--- src/rtl/univ_shift_pkg.sv ---
// Shared encodings for the universal shift register: operation codes, FSM states and the
// burst-eligibility helper.
package univ_shift_pkg;

  localparam logic [2:0] MODE_HOLD = 3'b000;
  localparam logic [2:0] MODE_SHR  = 3'b001;
  localparam logic [2:0] MODE_SHL  = 3'b010;
  localparam logic [2:0] MODE_LOAD = 3'b011;
  localparam logic [2:0] MODE_ROR  = 3'b100;
  localparam logic [2:0] MODE_ROL  = 3'b101;
  localparam logic [2:0] MODE_ASR  = 3'b110;

  typedef enum logic [1:0] {
    ST_IDLE = 2'b00,
    ST_RUN  = 2'b01,
    ST_DONE = 2'b10
  } state_e;

  // Only true shift/rotate ops may be repeated in a burst; hold, load and reserved may not.
  function automatic logic is_burst_mode(input logic [2:0] mode);
    return (mode == MODE_SHR) || (mode == MODE_SHL) || (mode == MODE_ROR) ||
           (mode == MODE_ROL) || (mode == MODE_ASR);
  endfunction

endpackage

--- src/rtl/shift_op_unit.sv ---
// Combinational next-value function for one shift-register operation; shared by the
// single-step and burst paths.
module shift_op_unit
  import univ_shift_pkg::*;
#(
  parameter int unsigned WIDTH = 8
) (
  input  logic [2:0]       op_i,
  input  logic [WIDTH-1:0] q_i,
  input  logic             sdr_i,
  input  logic             sdl_i,
  input  logic [WIDTH-1:0] d_i,
  output logic [WIDTH-1:0] q_nxt_o
);

  always_comb begin
    q_nxt_o = q_i;
    case (op_i)
      MODE_SHR:  q_nxt_o = {sdr_i, q_i[WIDTH-1:1]};
      MODE_SHL:  q_nxt_o = {q_i[WIDTH-2:0], sdl_i};
      MODE_LOAD: q_nxt_o = d_i;
      MODE_ROR:  q_nxt_o = {q_i[0], q_i[WIDTH-1:1]};
      MODE_ROL:  q_nxt_o = {q_i[WIDTH-2:0], q_i[WIDTH-1]};
      MODE_ASR:  q_nxt_o = {q_i[WIDTH-1], q_i[WIDTH-1:1]};
      default:   q_nxt_o = q_i;
    endcase
  end

endmodule

--- src/rtl/univ_shift_reg.sv ---
// Universal shift register with single-step ops and a counted burst engine
// (IDLE -> RUN -> DONE) reporting busy/done.
module univ_shift_reg
  import univ_shift_pkg::*;
#(
  parameter int unsigned WIDTH = 8,
  parameter int unsigned CNTW  = 4
) (
  input  logic             clk_i,
  input  logic             clr_i,
  input  logic             en_i,
  input  logic [2:0]       mode_i,
  input  logic             sdr_i,
  input  logic             sdl_i,
  input  logic [WIDTH-1:0] d_i,
  input  logic             start_i,
  input  logic [CNTW-1:0]  count_i,
  output logic [WIDTH-1:0] q_o,
  output logic             so_r_o,
  output logic             so_l_o,
  output logic             busy_o,
  output logic             done_o
);

  state_e           state_q, state_d;
  logic [WIDTH-1:0] q_q, q_d;
  logic [CNTW-1:0]  rem_q, rem_d;
  logic [2:0]       op_q, op_d;
  logic [2:0]       op_sel;
  logic [WIDTH-1:0] q_nxt;
  logic             accept;

  // In RUN the latched op drives the datapath so mode_i changes cannot disturb a burst.
  assign op_sel = (state_q == ST_RUN) ? op_q : mode_i;
  assign accept = start_i && (count_i != '0) && is_burst_mode(mode_i);

  shift_op_unit #(
    .WIDTH(WIDTH)
  ) u_shift_op_unit (
    .op_i   (op_sel),
    .q_i    (q_q),
    .sdr_i  (sdr_i),
    .sdl_i  (sdl_i),
    .d_i    (d_i),
    .q_nxt_o(q_nxt)
  );

  always_comb begin
    state_d = state_q;
    q_d     = q_q;
    rem_d   = rem_q;
    op_d    = op_q;
    case (state_q)
      ST_IDLE: begin
        if (accept) begin
          op_d    = mode_i;
          rem_d   = count_i;
          state_d = ST_RUN;
        end else if (en_i) begin
          q_d = q_nxt;
        end
      end
      ST_RUN: begin
        if (en_i) begin
          q_d   = q_nxt;
          rem_d = rem_q - CNTW'(1);
          if (rem_q == CNTW'(1)) begin
            state_d = ST_DONE;
          end
        end
      end
      ST_DONE: state_d = ST_IDLE;
      default: state_d = ST_IDLE;
    endcase
  end

  always_ff @(posedge clk_i) begin
    if (clr_i) begin
      state_q <= ST_IDLE;
      q_q     <= '0;
      rem_q   <= '0;
      op_q    <= MODE_HOLD;
    end else begin
      state_q <= state_d;
      q_q     <= q_d;
      rem_q   <= rem_d;
      op_q    <= op_d;
    end
  end

  assign q_o    = q_q;
  assign so_r_o = q_q[0];
  assign so_l_o = q_q[WIDTH-1];
  assign busy_o = (state_q == ST_RUN);
  assign done_o = (state_q == ST_DONE);

endmodule

--- config.mk ---
export PLATFORM = sky130hd
export DESIGN_NAME = univ_shift_reg
export DESIGN_NICKNAME = d
export VERILOG_FILES = /design/src/rtl/univ_shift_pkg.sv /design/src/rtl/shift_op_unit.sv /design/src/rtl/univ_shift_reg.sv
export SDC_FILE = /design/constraint.sdc
export NUM_CORES = 1
export LEC_CHECK = 0
export BUFFER_PORTS_ARGS = -buffer_cell sky130_fd_sc_hd__buf_2
export CAP_MARGIN = 0
export CORE_UTILIZATION = 47
export DETAILED_ROUTE_END_ITERATION = 16
export GPL_TIMING_DRIVEN = 0
export HOLD_SLACK_MARGIN = 0.03
export PLACE_DENSITY_LB_ADDON = 0.15
export SLEW_MARGIN = 10
export SYNTH_ARGS = -nofsm -noshare
export SYNTH_HDL_FRONTEND = slang
export SYNTH_SLANG_ARGS = --single-unit
--- constraint.sdc ---
create_clock -name clk_i -period 1.97 [get_ports clk_i]
set_clock_uncertainty 0.2 [all_clocks]
set_input_delay 0.394 -clock clk_i [delete_from_list [all_inputs] [get_ports clk_i]]
set_output_delay 0.394 -clock clk_i [all_outputs]
set_load 0.01 [all_outputs]
; Word-level counts from Yosys, hierarchy flattened
; Index checks and enable logic that the tools add are counted.
[word_totals]
reg_bits = 17
latch_bits = 0
ram_bits = 0
rom_bits = 0
out_inout_bits = 12
word_cells = 48
n_memories = 0
[classes]
addsub = 1
mul = 0
div = 0
order_cmp = 0
n_eq_ne = 18
shifts = 0
mux = 12
n_bitwise = 0
reduce_logical = 13
[op_table]
columns = operator, count
row1 = $pmux 8 s6, 1
row2 = $eq 3x3->1 const B, 6
row3 = $mux 8, 2
row4 = $pmux 8 s2, 1
row5 = $eq 3x2->1 const B, 3
row6 = $mux 4, 2
row7 = $pmux 4 s2, 1
row8 = $eq 3x1->1 const B, 2
row9 = $mux 2, 3
row10 = $ne 2x2->1 const B, 3
row11 = $reduce_and 3->1, 2
row12 = $eq 4x1->1 const B, 1
row13 = $logic_or 1x1->1, 4
row14 = $pmux 2 s2, 1
row15 = $reduce_and 2->1, 2
row16 = $reduce_bool 4->1, 1
row17 = $sub 4x1->4 const B, 1
row18 = $mux 3, 1
row19 = $eq 2x1->1 const B, 1
row20 = $eq 2x2->1 const B, 1
row21 = $logic_and 1x1->1, 2
row22 = $logic_not 2->1, 1
row23 = $ne 2x1->1 const B, 1
row24 = $reduce_bool 2->1, 1

; Depth between registers and ports, before layout
; Gate-level depths: netlist of run 1.
[depth]
ltp_word = 8
depth_mapped = 7
ltp_nobuf = 6

; Cells and area by module
; A second synthesis of run 1 with hierarchy kept.
[hier_totals]
cells_unflattened = 186
hier_area_um2 = 1486.4
[modules_own_cells]
columns = mod, instances, cells_each, area_per_inst_um2
row1 = univ_shift_reg, 1, 104, 895.9
row2 = shift_op_unit, 1, 82, 590.6

; Worst setup path after synthesis of run 1
; Ideal clock, no wire load.
[synth_path]
path_type = input-to-reg
startpoint = input port start_i
endpoint = register rem_q[0]
t_arrival_ns = 1.837
required_time_ns = 1.696
slack_ns = -0.141
cell_stages = 5
n_path_buf = 0
cell_sequence = or3b_4 > nor4b_4 > a21oi_4 > or3_1 > a31oi_1
[synth_between]
elab_chain_cells = 4
[synth_lines]
columns = element, line_no
row1 = from (decl), univ_shift_reg.sv:16  ; input logic start_i,
row2 = $logic_and 1x1->1 (2 in a row), univ_shift_reg.sv:35  ; assign accept = start_i && (count_i != '0) && is_burst_mode(mode_i);
row3 = $ne 2x2->1 (no source line), n/a
row4 = $reduce_and 3->1 (no source line), n/a
row5 = to (signal assigned), univ_shift_reg.sv:86  ; rem_q <= rem_d;
row6 = to (decl), univ_shift_reg.sv:27  ; logic [CNTW-1:0] rem_q, rem_d;
; Every way passes these cells.
; A chain may end at the register's enable or synchronous reset.

; Worst setup path after layout of run 1
[layout_path]
startpoint = register state_q[0]
endpoint = register q_q[7] (netlist: q_o[7])
[layout_between]
elab_chain_cells = 7
word_cells_on_any_way = 16
[layout_lines]
columns = element, line_no
row1 = from (decl), univ_shift_reg.sv:25  ; state_e state_q, state_d;
row2 = from (signal assigned), univ_shift_reg.sv:84  ; state_q <= state_d;
row3 = $eq 2x1->1, "univ_shift_reg.sv:34, univ_shift_reg.sv:53"
row4 = $mux 3, univ_shift_reg.sv:34  ; assign op_sel = (state_q == ST_RUN) ? op_q : mode_i;
row5 = $eq 3x3->1 (tied with other cells), shift_op_unit.sv:18  ; case (op_i)
row6 = $pmux 8 s6, shift_op_unit.sv:18
row7 = $mux 8, "univ_shift_reg.sv:59, univ_shift_reg.sv:64"
row8 = $mux 8, univ_shift_reg.sv:55  ; if (accept) begin
row9 = $pmux 8 s2, univ_shift_reg.sv:53  ; case (state_q)
row10 = to (signal assigned), univ_shift_reg.sv:85  ; q_q <= q_d;
row11 = to (decl), univ_shift_reg.sv:26  ; logic [WIDTH-1:0] q_q, q_d;
; Several ways; a longest one is shown, not always the timed one. The select of a mux whose other input is x is not followed.

==> reports/results.ini, run 1 <==
[outcome]
outcome=complete, but fails checks
violations=setup timing

[cells_and_area]
fin_nets=235
syn2layout_area_growth_pct=46.0
diodes=0
final_core_util=0.724
fill_cells=185
drive_gt1_frac=0.431
final_area_sq_mm=0.00178
fin_cells=241

[die]
fp.coreArea_sq_mm=0.00245
ioPinCount=33
initial_core_util=0.496
die_w_um=52.9
num_rows=18
die_area_sq_mm=0.00280
die_height_um=52.9

[clock_network]
clockRootBuffer=clkbuf_4
h-tree-depth=1
clock_latency_ns=0.29
cts_hold_buffers=0
clkSinkCount=17
cts-buffers-inserted=3
clk_pin_slew_ns=0.12
cts_tree=yes
clockBufferDepth=2

[sta]
slew_headroom=0.550
whs_ns=0.178
fin_ws_ns=-0.0912
finalCritPeriodShare=1.05
hold_viol=0
max_freq_ghz=0.485
grt_setup_unrepaired=true
setup_viol=11
min_period_ns=2.06
worstMarginPinSlew_ns=0.675
slew_viol_final=0

[synth]
synth_area_leader_cell=dfxtp_1
synth_fp_nets=180
synth.avg_cell_area_sq_um=7.75
yosysTopAreaCellShare=0.280
yosys_warnings=0
synth_edf_count=0
syn_area_sq_mm=0.00122
synth_area_leaders=dfxtp_1, a21oi_1, o21ai_0, a32oi_1, inv_1
ys_types=47
async_flop_share=0
yosysSeqAreaShare=0.280
synth_ff_type=dfxtp_1
syn_inst=157
ys_seq_elements=17

[worst_setup_path]
end_kind=register
crit_fanout=7
crit_required_ns=1.98
crit_type=register to register
critPathLaunchType=register
arrival_ns=2.07

[min_path]
hold_path_class=input port to register

[detailed_routing]
drt_iter0_drc=63
drt-total-wl_mm=4.02
wl_per_cell_um=16.7
post_drt_via_cell_ratio=6.18
num_vias=1490
antenna_left=0
route.detailed.drc=0
firstDrtPassIters=4

[global_routing]
grt_pass1_vias=1251
grt_pass1_wl_mm=5.91
antenna_found_initial=0
grt_max_degree=12
grt-ovfl-total=0
track_usage=0.287

[power_and_ir_drop]
p_leak_nw=0.749
clkPwrFrac=0.187
sw_frac_of_total=0.365
pwr_density_cell_mw_per_mm2=592
p_comb_frac=0.428
ir_drop_mv=0.469
cell_internal_pwr_mw=0.668
p_switching_mw=0.384
power_mw=1.05
p_seq_frac=0.385

[place]
gp_congestion=0.905
dp_hpwl_mm=2.38
place_area_sq_mm=0.00141
dp.cells=217
portBuffers=30

[job]
maxCapViolations=0

## through the flow
| stage | TNS, ns | worst slack, ns |
|---|---|---|
| after global routing | -1.39 | -0.152 |
| after floorplan | -0.645 | -0.141 |
| final | -0.709 | -0.0912 |
| after CTS | -0.369 | -0.0694 |
| after global placement | -4.81 | -0.477 |
| after detailed placement | -5.12 | -0.471 |
## logic make-up (layout without fill, tap and decap cells)
logic type,count (synthesis),in the layout,share of synthesized area
and+or+nand+nor,54,54,0.265
AOI/OAI and AO/OA,55,55,0.311
buffers and inverters,24,78,0.0822
adders and majority gates,2,2,0.0206
muxes,5,5,0.0411
DFF,17,17,0.280
## final timing paths
path              start  cells past startpoint          to  slack [ns]
max          state_q[0]                      5      q_o[7]       -0.09
min                en_i                      3  state_q[1]        0.18
max reg2reg  state_q[0]                      5      q_o[7]       -0.09
min reg2reg      q_o[4]                      2      q_o[4]        0.28
## final cells by class
cell class,instances,area (sq um),area share
buffer,8,57.6,0.0324
tap,30,37.5,0.0211
timing repair buffer,50,343,0.193
inverter,16,60.1,0.0338
clock buffer,3,22.5,0.0127
clock inverter,1,7.51,0.00422
sequential,17,347,0.195
multi-input combinational,116,903,0.508
## cells in the mapped netlist (all sizes together), types with 3 or more instances
cell    instances
dfxtp          17
inv            16
a21oi          15
o21ai          13
nor2           12
a32oi           7
nand4           6
buf             5
mux2i           5
nand2b          5
nand3           5
nor3            5
and3            4
nand2           4
a211oi          3
clkbuf          3
## layout by cell type (no fill, tap or decap), types with 5 or more instances in the layout
cell type  count
buf_2         30
inv_1         15
dfxtp_1       14
buf_4         13
nor2_1        11
a21oi_1       10
buf_6          9
o21ai_0        7
a32oi_1        6
nand4_1        6
o21ai_2        6
nand2b_1       5
nand3_1        5
## per-layer routing
layer / GRT usage / wire (um)
met1: 0.406 / 1720
met2: 0.449 / 1870
met3: 0.0345 / 314
met4: 0.0833 / 107
met5: 0 / 0
## timing repair
action	CTS	global route
setup endpoints to repair	15	15
resized for setup	26	23
pin swaps	12	12
setup buffers	14	6
cloned	1	0
## state kept, by name, summed over array words and instances (netlist names)
signal / cells
rem_q: 4
q_o: 8
state_q: 2
op_q: 3
## critical path, stage by stage (launching register included)
cell	delay (ns)
dfxtp_2	0.35
or2b_1	0.23
inv_2	0.12
o32ai_2	0.63
a2111oi_2	0.17
a311oi_2	0.27
## power by group through the flow
stage               clock [mW]  combinational (mW)  sequential [mW]
global route             0.214               0.486            0.408
CTS                      0.204               0.410            0.401
global placement             0               0.299            0.407
finish                   0.197               0.450            0.405
detailed placement           0               0.307            0.408
floorplan                    0               0.214            0.408
Note: power is estimated with default switching activity, not from simulation.
==> run 2: changes to the inputs <==
- BUFFER_PORTS_ARGS: -buffer_cell sky130_fd_sc_hd__buf_2 -> default
- CORE_UTILIZATION: 47 -> 55
- DONT_BUFFER_PORTS: default -> 1
==> run 2 against run 1 <==
Net effect:
- register-to-register slack got worse by 0.04 ns
- the flow still finishes with violations (setup timing)
- wire length fell by 0.47%
- design area fell by 10%
- highest routed layer unchanged
- worst hold slack got worse by 0.13 ns
- die area fell by 14%
- worst setup slack got worse by 0.040 ns
==> reports/results.ini, run 2 (same netlist as run 1, synthesis figures left out) <==
[global_routing]
grt_pass1_vias=1298
track_usage=0.307
grt-ovfl-total=0
grt_max_degree=11
antenna_found_initial=0
grt_pass1_wl_mm=5.75

[die]
initial_core_util=0.602
die_height_um=49.0
num_rows=16
die_area_sq_mm=0.00241
die_w_um=49.0
fp.coreArea_sq_mm=0.00202
ioPinCount=33

[cells_and_area]
largest_register_ffs=8
final_cell_mix=buf_4, inv_1, dfxtp_1
syn2layout_area_growth_pct=30.8
diodes=0
fin_cells=208
fin_nets=205
final_core_util=0.788
final_area_sq_mm=0.00159
layout_commonest_cell=buf_4
drive_gt1_frac=0.287

[sta]
slew_headroom=0.591
grt_setup_unrepaired=true
slew_viol_final=0
fin_ws_ns=-0.132
worstMarginPinSlew_ns=0.613
min_period_ns=2.10
max_freq_ghz=0.476
setup_viol=9
setup_tns_ns=-0.619
finalCritPeriodShare=1.07
whs_ns=0.0458
hold_viol=0

[power_and_ir_drop]
p_seq_frac=0.409
sw_frac_of_total=0.362
p_comb_frac=0.396
pwr_density_cell_mw_per_mm2=632
p_switching_mw=0.365
cell_internal_pwr_mw=0.643
p_leak_nw=0.601
power_mw=1.01
ir_drop_mv=0.538
clkPwrFrac=0.195

[detailed_routing]
route.detailed.drc=0
drt_iter0_drc=74
num_vias=1418
wl_per_cell_um=19.2
firstDrtPassIters=4
drt-total-wl_mm=4.00
antenna_left=0
post_drt_via_cell_ratio=6.82

[worst_setup_path]
arrival_ns=2.11
critPathLaunchType=register
crit_fanout=7
crit_required_ns=1.98
crit_type=register to register
end_kind=register

[place]
dp_hpwl_mm=2.34
place_ws_ns=-0.442
place_area_sq_mm=0.00125
portBuffers=0
gp_congestion=0.877
dp.cells=184

[job]
maxCapViolations=0

[clock_network]
h-tree-depth=1
clock_latency_ns=0.29
cts-buffers-inserted=3
clk_pin_slew_ns=0.11
clkSinkCount=17
clockBufferDepth=2
clockRootBuffer=clkbuf_4
cts_tree=yes

[min_path]
hold_path_class=input port to register

[outcome]
violations=setup timing
outcome=complete, but fails checks

==> run 2: final timing paths <==
path	start	end	slack, ns	cells past startpoint
min reg2reg	rem_q[3]	rem_q[3]	0.32	2
max reg2reg	state_q[0]	q_o[0]	-0.13	8
max	state_q[0]	q_o[0]	-0.13	8
min	en_i	state_q[1]	0.05	2
==> run 2: timing repair <==
item / CTS / global route
buffers inserted: 10 / 10
endpoints found under the setup margin: 15 / 14
pin swaps: 16 / 8
cloned: 0 / 1
gates resized for setup: 13 / 18
hold buffers: 0 / 0
==> run 2: cell type report <==
type / instances / area [sq um]
plain buffers: 7 / 48.8
clock buffers: 4 / 26.3
fillers: 135 / 429
inverters: 16 / 62.6
multi-input cells: 116 / 883
flip-flops and latches: 17 / 347
well taps: 27 / 33.8
repair buffers: 21 / 191
==> run 2: power groups by stage <==
stage / clock network, mW / logic (mW) / registers [mW]
after floorplan: 0 / 0.214 / 0.408
after global placement: 0 / 0.249 / 0.416
after detailed placement: 0 / 0.259 / 0.416
after CTS: 0.192 / 0.311 / 0.410
after global routing: 0.212 / 0.422 / 0.416
final: 0.197 / 0.399 / 0.412
==> run 2: critical path, stage by stage (launching register included) <==
cell	delay, ns
dfxtp_2	0.38
or2b_4	0.30
buf_6	0.14
buf_4	0.13
buf_4	0.12
mux2i_1	0.15
a22oi_1	0.10
o32a_1	0.20
a311oi_2	0.29
==> run 2: layer usage <==
layer,GRT usage,vias up,part of all wire
li1,-,641,-
met3,0.0530,9,0.096
met5,0,-,0
met1,0.411,667,0.43
met4,0.0784,0,0.011
met2,0.509,101,0.47
